**src/rtl/skinny_pkg.sv**
```systemverilog
// Shared definitions for the SKINNY serial I/O front end: cell geometry,
// beat count, FSM state encoding and parameter legality helpers.
package skinny_pkg;

    localparam int BEATS = 16;
    localparam logic [3:0] LAST_BEAT = 4'(BEATS - 1);

    typedef enum logic [2:0] {
        IDLE,
        LOAD,
        START,
        WAIT,
        UNLOAD
    } state_t;

    function automatic int cell_bits(input int block_bits);
        return block_bits / BEATS;
    endfunction

    function automatic int tk_bits(input int block_bits, input int tk_z);
        return block_bits * tk_z;
    endfunction

    function automatic bit block_bits_legal(input int block_bits);
        return (block_bits == 64) || (block_bits == 128);
    endfunction

    function automatic bit tk_z_legal(input int tk_z);
        return (tk_z >= 1) && (tk_z <= 3);
    endfunction

endpackage

```
**src/rtl/skinny_cell_shifter.sv**
```systemverilog
// Register with parallel load and a left shift by STEP bits; the top STEP
// bits are presented as the current cell.
module skinny_cell_shifter #(
    parameter int WIDTH = 128,
    parameter int STEP  = 8
) (
    input  logic             clock,
    input  logic             reset,
    input  logic             load,
    input  logic [WIDTH-1:0] load_data,
    input  logic             shift,
    input  logic [STEP-1:0]  shift_in,
    output logic [WIDTH-1:0] data,
    output logic [STEP-1:0]  msb
);

    logic [WIDTH-1:0] data_reg;

    // Load wins over shift so a capture is never corrupted by a stray shift.
    always_ff @(posedge clock) begin
        if (!reset) begin
            data_reg <= '0;
        end else if (load) begin
            data_reg <= load_data;
        end else if (shift) begin
            data_reg <= {data_reg[WIDTH-STEP-1:0], shift_in};
        end
    end

    assign data = data_reg;
    assign msb  = data_reg[WIDTH-1 -: STEP];

endmodule

```
**src/rtl/skinny_serial_io.sv**
```systemverilog
// Serial load / parallel start / serial unload wrapper around the SKINNY
// round core, for every SKINNY-n/t variant.
module skinny_serial_io
    import skinny_pkg::*;
#(
    parameter int BLOCK_BITS = 128,
    parameter int TK_Z       = 3,
    localparam int CELL      = cell_bits(BLOCK_BITS),
    localparam int TK_BITS   = tk_bits(BLOCK_BITS, TK_Z)
) (
    input  logic                 clock,
    input  logic                 reset,
    input  logic                 in_valid,
    output logic                 in_ready,
    input  logic [CELL-1:0]      in_pt,
    input  logic [TK_Z*CELL-1:0] in_tk,
    output logic                 core_start,
    output logic [BLOCK_BITS-1:0] core_pt,
    output logic [TK_BITS-1:0]   core_tk,
    input  logic                 core_done,
    input  logic [BLOCK_BITS-1:0] core_ct,
    output logic                 out_valid,
    input  logic                 out_ready,
    output logic [CELL-1:0]      out_ct,
    output logic                 out_last,
    output logic                 done,
    output logic                 busy
);

    if (!block_bits_legal(BLOCK_BITS)) begin : g_bad_block_bits
        $error("skinny_serial_io: BLOCK_BITS must be 64 or 128");
    end
    if (!tk_z_legal(TK_Z)) begin : g_bad_tk_z
        $error("skinny_serial_io: TK_Z must be 1, 2 or 3");
    end

    state_t     state_reg, state_next;
    logic [3:0] count_reg, count_next;
    logic       in_ready_reg, in_ready_next;
    logic       core_start_reg, core_start_next;
    logic       out_valid_reg, out_valid_next;
    logic       out_last_reg, out_last_next;
    logic       done_reg, done_next;
    logic       busy_reg, busy_next;

    logic in_accept;
    logic out_xfer;
    logic ct_capture;

    assign in_accept  = in_valid && in_ready_reg;
    assign out_xfer   = out_valid_reg && out_ready;
    assign ct_capture = (state_reg == WAIT) && core_done;

    // State register; outputs are registered from their next-state decode.
    always_ff @(posedge clock) begin
        if (!reset) begin
            state_reg      <= IDLE;
            count_reg      <= '0;
            in_ready_reg   <= 1'b0;
            core_start_reg <= 1'b0;
            out_valid_reg  <= 1'b0;
            out_last_reg   <= 1'b0;
            done_reg       <= 1'b0;
            busy_reg       <= 1'b0;
        end else begin
            state_reg      <= state_next;
            count_reg      <= count_next;
            in_ready_reg   <= in_ready_next;
            core_start_reg <= core_start_next;
            out_valid_reg  <= out_valid_next;
            out_last_reg   <= out_last_next;
            done_reg       <= done_next;
            busy_reg       <= busy_next;
        end
    end

    always_comb begin
        state_next = state_reg;
        count_next = count_reg;
        case (state_reg)
            IDLE: begin
                if (in_accept) begin
                    state_next = LOAD;
                    count_next = 4'd1;
                end
            end
            LOAD: begin
                if (in_accept) begin
                    count_next = count_reg + 4'd1;
                    if (count_reg == LAST_BEAT) state_next = START;
                end
            end
            START: state_next = WAIT;
            WAIT: begin
                if (core_done) state_next = UNLOAD;
            end
            UNLOAD: begin
                if (out_xfer) begin
                    count_next = count_reg + 4'd1;
                    if (count_reg == LAST_BEAT) state_next = IDLE;
                end
            end
            default: begin
                state_next = IDLE;
                count_next = '0;
            end
        endcase
    end

    always_comb begin
        in_ready_next   = (state_next == IDLE) || (state_next == LOAD);
        core_start_next = (state_next == START);
        out_valid_next  = (state_next == UNLOAD);
        out_last_next   = (state_next == UNLOAD) && (count_next == LAST_BEAT);
        done_next       = (state_reg == UNLOAD) && out_xfer && (count_reg == LAST_BEAT);
        busy_next       = (state_next != IDLE);
    end

    logic [CELL-1:0]      pt_msb;
    logic [TK_Z*CELL-1:0] tk_msb;
    logic                 unused_msb;

    skinny_cell_shifter #(.WIDTH(BLOCK_BITS), .STEP(CELL)) u_pt_shifter (
        .clock     (clock),
        .reset     (reset),
        .load      (1'b0),
        .load_data ('0),
        .shift     (in_accept),
        .shift_in  (in_pt),
        .data      (core_pt),
        .msb       (pt_msb)
    );

    skinny_cell_shifter #(.WIDTH(TK_BITS), .STEP(TK_Z*CELL)) u_tk_shifter (
        .clock     (clock),
        .reset     (reset),
        .load      (1'b0),
        .load_data ('0),
        .shift     (in_accept),
        .shift_in  (in_tk),
        .data      (core_tk),
        .msb       (tk_msb)
    );

    // Ciphertext drains MSB cell first; zeros fill in behind it.
    logic [BLOCK_BITS-1:0] ct_data;

    skinny_cell_shifter #(.WIDTH(BLOCK_BITS), .STEP(CELL)) u_ct_shifter (
        .clock     (clock),
        .reset     (reset),
        .load      (ct_capture),
        .load_data (core_ct),
        .shift     (out_xfer),
        .shift_in  ('0),
        .data      (ct_data),
        .msb       (out_ct)
    );

    assign unused_msb = ^{pt_msb, tk_msb, ct_data};

    assign in_ready   = in_ready_reg;
    assign core_start = core_start_reg;
    assign out_valid  = out_valid_reg;
    assign out_last   = out_last_reg;
    assign done       = done_reg;
    assign busy       = busy_reg;

endmodule

```
**config.mk**
```make
export PLATFORM = sky130hd
export DESIGN_NAME = skinny_serial_io
export DESIGN_NICKNAME = d
export VERILOG_FILES = /design/src/rtl/skinny_pkg.sv /design/src/rtl/skinny_cell_shifter.sv /design/src/rtl/skinny_serial_io.sv
export SDC_FILE = /design/constraint.sdc
export NUM_CORES = 1
export LEC_CHECK = 0
export ABC_AREA = 1
export BUFFER_PORTS_ARGS = -buffer_cell sky130_fd_sc_hd__buf_2
export CORE_AREA = 4 4 265 267
export DETAILED_ROUTE_END_ITERATION = 8
export DIE_AREA = 0 0 269 271
export MAX_ROUTING_LAYER = met4
export PLACE_DENSITY_LB_ADDON = 0.1
export SETUP_SLACK_MARGIN = 0.1
export SYNTH_ARGS = -nofsm -noshare
export SYNTH_HDL_FRONTEND = slang
export SYNTH_SLANG_ARGS = --single-unit
```
**constraint.sdc**
```tcl
create_clock -name clock -period 1.54 [get_ports clock]
set_input_delay 0.231 -clock clock [delete_from_list [all_inputs] [get_ports clock]]
set_output_delay 0.231 -clock clock [all_outputs]
set_load 0.005 [all_outputs]
```
-- Word-level counts from Yosys, hierarchy flattened
Cells that the tools add are included.
- flip-flop bits (word level): 653
- input bits: 165
- output and inout bits: 526
- word-level logic and storage cells: 46
- add/sub/neg operators: 1
- equality and inequality tests: 9
- mux-type cells: 13
- reduce and logical (&&, ||, !) cells: 12
- operators with widths (kind ; count):
    128-bit 2-to-1 mux ; 2
    3-bit 2-to-1 mux ; 6
    4-bit one-hot mux with 4 select lines ; 1
    3-bit one-hot mux with 5 select lines ; 1
    4-bit 2-to-1 mux ; 3
    3-bit by 2-bit equality test with 1-bit output (second input constant) ; 3
    4-bit equality test (second input constant) ; 2
    3-bit by 1-bit equality test with 1-bit output (second input constant) ; 2
    3-bit equality test (second input constant) ; 2
    1-bit logical AND ; 6
    3-bit logical NOT ; 2
    4-bit by 1-bit adder with 4-bit output (second input constant) ; 1
    3-bit nonzero test ; 1
    2-bit nonzero test ; 1
    2-bit OR reduction ; 1
    1-bit logical OR ; 1

-- Logic depth before layout (Yosys ltp)
- depth in word-level cells: 6
- mapped depth: 10
- gate-level depth less buffers: 9

-- Hierarchy
Synthesis repeated with hierarchy kept, for this count alone.
- cell total of the unflattened synthesis: 4999
- area total of the unflattened synthesis: 32027.0 sq um
- by module, submodules not included (module ; times used ; cells each ; area an instance (sq um) ; sequential area each (sq um)):
    skinny_cell_shifter (u_tk_shifter) ; 1 ; 2931 ; 18783.0 ; 7687.4
    skinny_cell_shifter (u_ct_shifter ...) ; 2 ; 980 ; 6267.3 ; 2562.5
    skinny_serial_io ; 1 ; 108 ; 709.4 ; 260.2

-- Least setup slack after synthesis
OpenSTA, ideal clock, no wires.
- kind: reg-to-reg
- start point: register in_ready_reg, in the netlist in_ready
- end point: register out_last_reg, in the netlist out_last
- setup time: 0.116 ns
- arrival: 1.453 ns
- data required time: 1.424 ns
- path slack: -0.029 ns
- stages on the path, launching flop included: 11
- buffers on the path: 2
- clock period less this slack: 1.569 ns
- cells stage by stage: dfxtp_1 > nand2_2 > buf_2 > clkbuf_1 > ha_1 > nand3_1 > nand2_1 > nor2_1 > nand2_1 > nand3_1 > nor2_1
- longest elaborated chain between the ends: 5
- elaborated cells between the ends (all ways): 10
- those cells by class: 2 x eq/ne; 6 x mux; 2 x reduce/logical
- ends and longest elaborated chain (element ; RTL line ; text):
    start: declaration ; skinny_serial_io.sv:39 ; logic in_ready_reg, in_ready_next;
    start signal: assignment ; skinny_serial_io.sv:68 ; in_ready_reg <= in_ready_next;
    1-bit logical AND (*) ; skinny_serial_io.sv:50 ; assign in_accept = in_valid && in_ready_reg;
    4-bit 2-to-1 mux, or another cell as far along ; skinny_serial_io.sv:88 ; if (in_accept) begin
    4-bit one-hot mux with 4 select lines or 3-bit one-hot mux with 5 select lines (tied branches) ; skinny_serial_io.sv:80 ; case (state_reg)
    4-bit equality test or 3-bit equality test (tied branches) ; skinny_serial_io.sv:114 ; out_last_next = (state_next == UNLOAD) && (count_next == LAST_BEAT);
    1-bit logical AND (*) ; skinny_serial_io.sv:114 ;
    end signal: assignment ; skinny_serial_io.sv:71 ; out_last_reg <= out_last_next;
    end: declaration ; skinny_serial_io.sv:42 ; logic out_last_reg, out_last_next;
Mark *: on every way between the ends. The rest lies on a longest branch, timed or not.
A chain may end at the register's enable or synchronous reset.

-- Worst setup path after layout
- start point: register u_pt_shifter.data_reg[76], in the netlist u_pt_shifter.data[76]
- end point: output core_pt[76]
- RTL lines (element ; RTL line ; text):
    start: declaration ; skinny_cell_shifter.sv:17 ; logic [WIDTH-1:0] data_reg;
    start signal: assignment ; skinny_cell_shifter.sv:24 ; data_reg <= load_data;
    start signal: assignment ; skinny_cell_shifter.sv:26 ; data_reg <= {data_reg[WIDTH-STEP-1:0], shift_in};
    end: declaration ; skinny_serial_io.sv:18 ; output logic [BLOCK_BITS-1:0] core_pt,
No word-level cell between the ends.

==> out/results.ini <==
[status]
outcome=complete, no violations

[timing]
post-route-min-period_ns=1.40
worst_slew_pin_slew_ns=0.447
rsz0062_at_grt=yes
finClkSkew_ns=0.0285
holdWs_ns=0.0745
worst_slack_ns=0.141
tns_ns=0
fmax_mhz=715
fin_crit_sh_pct=90.8
setup_violations=0
maxSlewHeadroom_pct=70.2
hold_violations=0
slew_viol_final=0

[pwr]
p_int_mw=30.4
switching_share_pct=24.9
p_per_area_nw_per_um2=1250
p_leak_nw=14.3
p_sw_mw=10.1
power.share.sequential_pct=45.7
pwr-share-comb_pct=10.2
vdd_ir_drop_max_v=0.000796
clkPwrFrac_pct=44.1

[placement]
io_buffers=690
place_ws_ns=0.110
post-place-cells=4465
gp_congestion=0.836
dpl_cell_area_um2=28300
dp_hpwl_mm=61.1

[critical_path]
cpPeakStageDelay_ns=0.41
cp_max_fo=3
crit_family=flip-flops
cp-startpoint=u_pt_shifter.data[76]
r2r_cells=6
critPathCaptureType=primary output
cp-endpoint=core_pt[76]
critPathLaunchType=flop
worst-path-stages=1
critPathKind=reg -> out
crit_path_cell_trace=buf_2
path_buf_inv=1
worstPathRequired_ns=1.31
rrSetupSlack_ns=0.18
cpMaxStageDelayCell=dfxtp_1
r2r-end=u_tk_shifter.data[168]
reg2reg_from=in_ready
critPathArrivalTime_ns=1.17

[route]
via_per_inst=4.76
num_vias=22700
drtPass1Iterations=5
drc=0
wl_per_cell_um=18.1
drt_first_iter_violations=1651
ant_nets=0
wl_mm=86.0

[grt]
grt_pass1_vias=21800
grt-ovfl-total=0
grt_start_max_net_pins=115
grt_pass1_wl_mm=130
antenna_found_initial=3
grt_use_total_pct=23.1

[cts]
path_clk_slew_ns=0.06
cts_buffers=73
cts_num_sinks=653
cts_tree=yes
root_buffer=clkbuf_16
clockBufferDepth=3
clk_latency_ns=0.61
h-tree-depth=3

[hold_path]
hold_path.class=in -> reg

[floorplan]
start_util_pct=34.6
die-area_um2=72900
die_y_um=271
chipWidth_um=269
rows=96
fp.coreArea_um2=68100
io_pins=691

[layout]
drive_above_1_share_pct=25.9
postLayoutCellArea_um2=32500
final_common_cell=nor2_1
area_delta_synth_final_pct=38.0
stdcell_count=4758
largest_reg_flops=384
nets=3987
mostFrequentLayoutCells=nor2_1 (1035), buf_2 (684), dfxtp_1 (582)

[synthesis]
ys_warn_count=0
ys_types=27
syn_area_um2=23500
synth.avg_cell_area_um2=7.76
ys_seq_area_share_pct=55.5
netlist_instances=3033
synthesis.nets=3200
ys_seq_elements=653

[job]
maxCapViolCount=0

-- worst min-delay path by stage --
stage                            from                      to  slack, ns  depth (start not counted)
6_report                    in_tk[17]   u_tk_shifter.data[17]       0.07                          4
3_3_place_gp   u_pt_shifter.data[127]  u_pt_shifter.data[127]       0.46                          2
2_1_floorplan              core_ct[0]    u_ct_shifter.data[0]       0.40                          2
5_1_grt                     in_tk[17]   u_tk_shifter.data[17]       0.07                          4
4_1_cts                   core_ct[25]   u_ct_shifter.data[25]      0.005                          3
3_5_place_dp   u_tk_shifter.data[371]  u_tk_shifter.data[371]       0.47                          2
-- metrics by stage --
step	util (%)	power, mW
6_report	47.7	40.5
5_1_grt	47.7	42.2
4_1_cts	47.5	40.9
3_5_place_dp	41.5	22.7
3_3_place_gp	41.5	22.6
2_1_floorplan	-	20.4
-- cell type report --
class / count / area (um^2)
fillers: 6902 / 35600
inverters: 14 / 63.8
multi-input cells: 2117 / 9210
clock buffers: 107 / 2160
flip-flops and latches: 653 / 13200
well taps: 882 / 1100
clock inverters: 21 / 300
repair buffers: 961 / 6480
diodes: 3 / 7.51
-- cells in the mapped netlist --
master	number	area, um^2
nor3_1	2	10.0
a21oi_1	13	65.1
nand2_1	268	1010
a31oi_2	1	12.5
nand2_4	1	11.3
a31oi_1	120	751
nor2_4	1	11.3
nand3_1	31	155
inv_4	1	6.26
clkbuf_1	140	526
nor2_1	1037	3890
ha_1	2	25.0
nor2_2	2	12.5
o21ai_0	525	2630
buf_6	24	270
clkinv_1	1	3.75
buf_4	17	128
o21ai_2	1	8.76
inv_2	2	7.51
inv_1	10	37.5
buf_2	59	295
nand2_2	2	12.5
dfxtp_1	653	13100
nand3b_1	1	7.51
nand4_1	1	6.26
buf_1	9	33.8
o21ai_1	109	546
-- layer usage --
metal	vias to the layer above	part of all wire [%]	GRT usage [%]
met1	10300	41	27.0
met3	167	7.5	6.54
li1	11500	-	-
met4	0	3.8	8.78
met5	-	0	-
met2	622	48	37.8
-- power groups by stage --
stage	clock (mW)	combinational, mW	sequential (mW)
2_1_floorplan	0	1.75	18.7
3_3_place_gp	0	3.81	18.8
3_5_place_dp	0	3.81	18.8
4_1_cts	18.3	4.14	18.5
5_1_grt	19.0	4.64	18.6
6_report	17.8	4.13	18.5
-- cell families (layout without fill, tap and decap cells) --
logic type      Yosys count  in the layout  share of synthesized area (%)
buf+inv                 263           1103                           5.55
fa+ha+maj                 2              2                          0.106
simple gates           1346           1346                           21.8
compound gates          769            769                           17.0
other cells               0              3                              0
flops                   653            653                           55.5
-- what timing repair did --
item	4_1_cts	5_1_grt
hold buffers	157	1
pin swaps	1	1
endpoints found under the setup margin	53	111
setup buffers	3	0
resized for setup	53	45
hold endpoints to repair	160	1
cloned	0	1
No activity file was read; power rests on OpenSTA's default activity.
